<file path="src/rtl/mc_control_fsm.sv">
// Multi-cycle control FSM for the 16-bit RISC core: steps the datapath one state per clock.
// Outputs are a registered function of the state, and all of them read 0 while rst is high.
module mc_control_fsm #(
  parameter logic [3:0] OPC_HALT = 4'hF,
  parameter int         STATE_W  = 4
) (
  input  logic               clk,
  input  logic               rst,
  input  logic [3:0]         opcode,
  input  logic               zero,
  output logic               PCWrite,
  output logic               PCWriteCond,
  output logic               BNEq,
  output logic               MemRd,
  output logic               MemWr,
  output logic               IRd,
  output logic               IRWr,
  output logic               RegWrite,
  output logic               RegDest,
  output logic               MemToReg,
  output logic               SESF,
  output logic               JE,
  output logic               ALUSrcA,
  output logic [1:0]         R1Src,
  output logic [1:0]         ALUSrcB,
  output logic [1:0]         PCSrc,
  output logic [2:0]         ALUCtrl,
  output logic               halted,
  output logic [STATE_W-1:0] state
);

  typedef enum logic [STATE_W-1:0] {
    S_FETCH, S_FETCH2, S_DECODE, S_EXEC, S_ALUWB, S_MADDR,
    S_MRD, S_MWB, S_MWR, S_BRANCH, S_JUMP, S_HALT
  } state_t;

  localparam int CTRL_W = 23;

  state_t              state_q, state_d;
  logic [3:0]          opc_q, opc_d;
  logic [CTRL_W-1:0]   ctrl_q;

  // The branch decision (zero ^ BNEq) is resolved in the datapath's PC write enable.
  logic zero_unused;
  assign zero_unused = zero;

  function automatic logic [CTRL_W-1:0] ctrl_of(input state_t s, input logic [3:0] opc);
    logic pcw, pcwc, bneq, mrd, mwr, ird, irwr, rw, rdst, m2r, sesf, je, asa, hlt;
    logic [1:0] r1, asb, pcs;
    logic [2:0] alu;
    {pcw, pcwc, bneq, mrd, mwr, ird, irwr, rw, rdst, m2r, sesf, je, asa, hlt} = '0;
    r1  = 2'b00;
    asb = 2'b00;
    pcs = 2'b00;
    alu = 3'b000;
    case (s)
      S_FETCH: begin
        ird = 1'b1;
        pcw = 1'b1;
        asb = 2'b01;
      end
      S_FETCH2: irwr = 1'b1;
      S_DECODE: begin
        asb  = 2'b11;
        sesf = 1'b1;
      end
      S_EXEC, S_ALUWB: begin
        asa = 1'b1;
        rw  = (s == S_ALUWB);
        if (opc == 4'h7) begin
          asb  = 2'b10;
          sesf = 1'b1;
        end else if (opc == 4'h8) begin
          asb = 2'b10;
          alu = 3'b110;
        end else begin
          alu = opc[2:0];
        end
      end
      // Address operands stay on the ALU so ALUOut keeps the effective address.
      S_MADDR, S_MRD, S_MWR: begin
        asa  = 1'b1;
        asb  = 2'b10;
        sesf = 1'b1;
        mrd  = (s == S_MRD);
        mwr  = (s == S_MWR);
        r1   = (s == S_MWR) ? 2'b01 : 2'b00;
      end
      S_MWB: begin
        rw  = 1'b1;
        m2r = 1'b1;
      end
      S_BRANCH: begin
        asa  = 1'b1;
        alu  = 3'b001;
        pcwc = 1'b1;
        pcs  = 2'b01;
        bneq = ~opc[0];
      end
      S_JUMP: begin
        pcw  = 1'b1;
        pcs  = 2'b10;
        rw   = (opc == 4'hE);
        rdst = (opc == 4'hE);
        je   = (opc == 4'hE);
      end
      S_HALT: hlt = 1'b1;
      default: ;
    endcase
    return {pcw, pcwc, bneq, mrd, mwr, ird, irwr, rw, rdst, m2r, sesf, je, asa,
            r1, asb, pcs, alu, hlt};
  endfunction

  function automatic state_t decode_next(input logic [3:0] opc);
    if (opc == OPC_HALT)                      return S_HALT;
    else if (opc <= 4'h8)                     return S_EXEC;
    else if (opc == 4'h9 || opc == 4'hA)      return S_MADDR;
    else if (opc == 4'hB || opc == 4'hC)      return S_BRANCH;
    else if (opc == 4'hD || opc == 4'hE)      return S_JUMP;
    else                                      return S_HALT;
  endfunction

  always_comb begin
    opc_d   = (state_q == S_DECODE) ? opcode : opc_q;
    state_d = state_q;
    case (state_q)
      S_FETCH:  state_d = S_FETCH2;
      S_FETCH2: state_d = S_DECODE;
      S_DECODE: state_d = decode_next(opcode);
      S_EXEC:   state_d = S_ALUWB;
      S_MADDR:  state_d = (opc_q == 4'h9) ? S_MRD : S_MWR;
      S_MRD:    state_d = S_MWB;
      S_HALT:   state_d = S_HALT;
      default:  state_d = S_FETCH;
    endcase
  end

  always_ff @(posedge clk) begin
    if (rst) begin
      state_q <= S_FETCH;
      ctrl_q  <= ctrl_of(S_FETCH, opc_q);
    end else begin
      state_q <= state_d;
      ctrl_q  <= ctrl_of(state_d, opc_d);
    end
    opc_q <= opc_d;
  end

  assign {PCWrite, PCWriteCond, BNEq, MemRd, MemWr, IRd, IRWr, RegWrite, RegDest,
          MemToReg, SESF, JE, ALUSrcA, R1Src, ALUSrcB, PCSrc, ALUCtrl, halted}
         = rst ? '0 : ctrl_q;
  assign state = rst ? S_FETCH : state_q;

endmodule
</file>
<file path="config.mk">
export PLATFORM = sky130hd
export DESIGN_NAME = mc_control_fsm
export DESIGN_NICKNAME = d
export VERILOG_FILES = /design/src/rtl/mc_control_fsm.sv
export SDC_FILE = /design/constraint.sdc
export NUM_CORES = 1
export LEC_CHECK = 0
export ABC_CLOCK_PERIOD_IN_PS = 2700
export BUFFER_PORTS_ARGS = -buffer_cell sky130_fd_sc_hd__buf_2
export CAP_MARGIN = 20
export CORE_ASPECT_RATIO = 0.7
export CORE_UTILIZATION = 30
export CTS_CLUSTER_DIAMETER = 40
export DETAILED_ROUTE_END_ITERATION = 10
export HOLD_SLACK_MARGIN = 0.03
export PLACE_DENSITY_LB_ADDON = 0.05
export SYNTH_ARGS = -nofsm -noshare
export SYNTH_HDL_FRONTEND = slang
export SYNTH_SLANG_ARGS = --single-unit
</file>
<file path="constraint.sdc">
create_clock -name clk -period 2.7 [get_ports clk]
set_clock_uncertainty 0.05 [all_clocks]
set_input_delay 0.27 -clock clk [delete_from_list [all_inputs] [get_ports clk]]
set_output_delay 0.27 -clock clk [all_outputs]
set_load 0.05 [all_outputs]
</file>
### After elaboration in Yosys (flattened, before gate mapping)

Cells that the tools add are included.

* multipliers: 0
* div/mod/pow operators: 0
* eq/ne operators: 28
* shift operators: 0
* magnitude comparators: 1
* bitwise gates (word level): 3
* $add $sub $neg: 0
* mux-type cells: 29
* reductions and logical operators: 12

Operators with widths (count)
* $eq A4 B4 Y1 const B: 15
* $eq A4 B3 Y1 const B: 7
* $pmux W4 S7: 1
* $mux W4: 6
* $mux W23: 1
* $eq A4 B2 Y1 const B: 4
* $mux W1: 11
* $eq A4 B1 Y1 const B: 2
* $logic_not A4 Y1: 2
* $pmux W2 S4: 1
* $reduce_or A2 Y1: 4
* $mux W2: 3
* $mux W3: 2
* $pmux W3 S2: 1
* $reduce_or A6 Y1: 1
* $le A4 B4 Y1 const B: 1
* $pmux W2 S2: 1
* $reduce_or A4 Y1: 1
* $logic_or A1 B1 Y1: 3
* $not A1 Y1: 3
* $pmux W1 S3: 1
* $reduce_or A3 Y1: 1
* $pmux W1 S2: 1

* output and inout bits: 27
* ROM bits: 0
* logic and storage cells: 78
* latch bits: 0
* register bits: 31
* memories: 0
* bits of input ports: 7
* bits in writable memories: 0

### Longest topological paths before layout

* word-level depth: 12
* depth in mapped cells: 7
* depth with buffers taken out: 5

### Least setup slack after synthesis

Ideal clock, no wire load.

* path type: input to output
* start: input port rst
* end: output port PCSrc[0]
* arrival: 1.765 ns
* data required time: 2.380 ns
* buffers on the path: 3
* cell stages on the path: 4
* setup slack: 0.615 ns
* cell sequence: clkbuf_1 -> buf_1 -> nor2b_1 -> buf_4

* longest elaborated chain between the ends: 1

RTL lines
* start, declared: RTL line 8 `input logic rst,`
* $mux W23: RTL line 151 `= rst ? '0 : ctrl_q;`
* end, declared: RTL line 26 `output logic [1:0] PCSrc,`

No other way between the ends.

### Worst setup path in the final report

* start: register state_q[1]
* end: register ctrl_q[3]

* longest elaborated chain between the ends: 6
* elaborated cells on any way between the ends: 18
* those cells by class: eq/ne (11); mux (5); reduce/logical (2)

RTL lines
* start, declared: RTL line 39 `state_t state_q, state_d;`
* start signal, assigned: RTL line 143 `state_q <= state_d;`
* $eq A4 B2 Y1: RTL line 124, 126
* $mux W4: RTL line 124 `opc_d = (state_q == S_DECODE) ? opcode : opc_q;`
* $eq A4 B4 Y1: RTL line 73 `end else if (opc == 4'h8) begin`
* $mux W3: RTL line 73
* $mux W3: RTL line 70 `if (opc == 4'h7) begin`
* $pmux W3 S2 *: RTL line 56 `case (s)`
* end signal, assigned: RTL line 141 `ctrl_q <= ctrl_of(S_FETCH, opc_q);`
* end signal, assigned: RTL line 144 `ctrl_q <= ctrl_of(state_d, opc_d);`
* end, declared: RTL line 41 `logic [CTRL_W-1:0] ctrl_q;`

Every way passes the cells marked *; elsewhere a longest branch is shown, timed or not.
A chain may end at the register's enable or synchronous reset.

==> summary.md <==
| Metric | Value |
|---|---|
| Drt pass-1 iters | `4` |
| Fill count | `531` |
| Port Buffers | `31` |
| Most common cell after layout, fill and taps aside | `buf_2` |
| Synth Cell Area | `1535 sq um` |
| Setup slack, reg-to-reg | `570 ps` |
| Antenna Nets Post-Route | `0` |
| Syn_area_per_cell | `9.841 sq um` |
| Via count | `1149` |
| Post-DP HPWL | `2.475 mm` |
| Footprint of the multi-input gates | `857.1 sq um` |
| DIE AREA | `5412 sq um` |
| Core outline area | `4861 sq um` |
| Post-cts resize count | `0` |
| Worst-margin pin slew | `712.5 ps` |
| Htree depth | `1` |
| Ys async rst share | `0%` |
| Final hold violations | `0` |
| Hold Path Depth | `2` |
| Crit path kind | `flop to flop` |
| All-Layer GR Usage | `12.29%` |
| Metal1 wirelength | `1.747 mm` |
| Tmin final | `2134 ps` |
| Crit path largest cell delay | `580 ps` |
| Commonest register cell after synthesis | `dfxtp_1` |
| RSZ-0062 raised after global routing | `no` |
| Nets@finish | `186` |
| # setup viols final | `0` |
| P&R area growth vs syn | `12.39%` |
| Gpl congestion | `0.8211` |
| Commonest non-fill, non-tap cells in the layout | `buf_2, dfxtp_1, nor2b_1, nor2_1, inv_1` |
| Starting Density | `31.58%` |
| Vias/cell | `4.652` |
| CTS tree | `done` |
| Worst r2r dst | `ctrl_q[3]` |
| Reg2Reg Depth | `5` |
| Hold Crit Start | `opcode[3]` |
| Die W | `87.50 um` |
| Worst slew margin | `52.50%` |
| Avg WL per Cell | `13.08 um` |
| Worst Hold Path EP | `opc_q[3]` |
| Layout cells sized above 1 | `34.83%` |
| N_diodes | `0` |
| Die Y | `61.85 um` |
| Worst-Skew Late Latency | `270 ps` |
| Net Count, Synth | `163` |
| Sequential-to-total area share from yosys stat | `35.21%` |
| Register area | `540.5 sq um` |
| Seq cells post-synth | `27` |
| Routed wl met3 | `215 um` |
| Crit-path max FO | `9` |
| Inserted Clock Buffers | `3` |
| WL met2 | `1.255 mm` |
| CTS Hold Buffers Added | `0` |
| Worst hold slack | `293.8 ps` |
| Clk pin slew, worst setup/hold paths | `90 ps` |
| Startpoint class of the critical path | `flop` |
| Tightest Hold Check Type | `primary input to flop` |
| Max Fclk | `468.6 MHz` |
| CTS max path bufs | `2` |
| CP cell instances | `nor4b_4, buf_4, mux2i_2, o21ai_1, a2111oi_2` |
| Top routing layer used | `met4` |
| CP max stage cell | `dfxtp_1` |
| DRT iter0 DRCs | `31` |
| Rows | `21` |
| Top Ports | `34` |
| Distinct cells, synth | `54` |
| Drt drc | `0` |
| EDFF count, synth | `0` |
| Crit. End Element | `flop` |
| Initial antenna violation count | `0` |
| Worst endpoint required time | `2820 ps` |
| Period utilization | `79.04%` |
| Static Leak | `0.7082 nW` |
| Power Density | `654.5 nW/um^2` |
| Clock Sinks | `27` |
| Detailed Route WL | `3.231 mm` |
| CP Data Arrival Time | `2260 ps` |
| Design Area, Final | `1725 sq um` |
| Fin util | `35.50%` |
| # Max-Cap Violations | `0` |
| Post-Synthesis Cells | `156` |
| Number of global-route vias before repair | `963` |
| Largest net degree at the start of global routing | `42` |
| Worst r2r src | `state_q[1]` |
| Root Driver | `clkbuf_8` |
| Placed cell areas | `1680 sq um` |
| VDD IR max | `210.2 uV` |
| First-pass GRT wire length | `4.988 mm` |
| Status | `finished clean` |
| Final Max Slew Viols | `0` |
| Post-CTS Setup Bufs | `0` |
| YS warnings | `0` |
| Overflow after GRT | `0` |
| Final setup TNS | `0 ps` |
worst max-delay path: cells and delay by family, from the launching register on:
kind                   cells  cell delay [ps]
AOI/OAI and AO/OA          2              500
DFF                        1              580
muxes                      1              310
and+or+nand+nor            1              350
buffers and inverters      1              250
power breakdown:
| part | internal (mW) | leakage, nW | switching (mW) | total, mW |
|---|---|---|---|---|
| logic | 0.153 | 0.464 | 0.223 | 0.376 |
| registers | 0.459 | 0.222 | 0.0692 | 0.528 |
| clock network | 0.106 | 0.0228 | 0.119 | 0.225 |
| total | 0.718 | 0.708 | 0.412 | 1.13 |
how the worst max path moves through the flow:
stage,slack [ps],cells past startpoint,from,end
after global routing,460,5,state_q[1],ctrl_q[3]
after floorplan,620,4,rst,PCSrc[0]
after detailed placement,590,5,state_q[1],ctrl_q[3]
after global placement,580,5,state_q[1],ctrl_q[3]
final,570,5,state_q[1],ctrl_q[3]
after CTS,560,5,state_q[1],ctrl_q[3]
sequential cells by signal (all words and copies together), names as in the netlist:
name,flops
ctrl_q,19
state_q,4
opc_q,4
cells by family after synthesis:
group	after synthesis	share of synthesized area (%)
AO/OA/AOI/OAI	27	17.52
XOR/XNOR	1	1.060
buffers and inverters	22	8.965
flip-flops	27	35.21
multiplexers	5	3.667
other	1	0.2443
AND/OR/NAND/NOR	73	33.33
metal layers:
metal  track usage (%)  vias up
li1                  -      582
met1             18.97      528
met2             17.97       37
met3             2.114        2
met4             2.108        0
met5                 0        -
synthesized netlist by cell type (all sizes together) (3+ instances only):
cell	n	share of area, %
nor3b	3	2.9
nor3	4	1.3
o211ai	3	2.7
mux2i	3	2.2
nand2b	5	2.5
or3	3	1.2
nor2	13	3.3
a21oi	5	1.9
dfxtp	27	35
inv	7	1.7
nand2	6	1.6
o21ai	4	1.3
nand3	3	1.3
buf	12	6.5
nor2b	23	9.4
and4bb	3	2.4
a41oi	3	3.4
clkbuf	3	0.73
final cells by class:
type	count	share of cell area, %
multi-input combinational	107	49.67
sequential	27	31.33
timing repair buffer	33	9.862
tap	69	5.004
clock buffer	4	2.611
inverter	7	1.523
per-stage QoR:
step	worst slack, ps	total power [mW]	std cells
final	565.8	1.129	247
after global routing	455.8	1.191	247
after CTS	560.3	1.141	247
after detailed placement	585.8	0.9137	243
after global placement	577.0	0.9098	243
after floorplan	615.1	0.8349	156
Power figures use the tool's default switching activity.
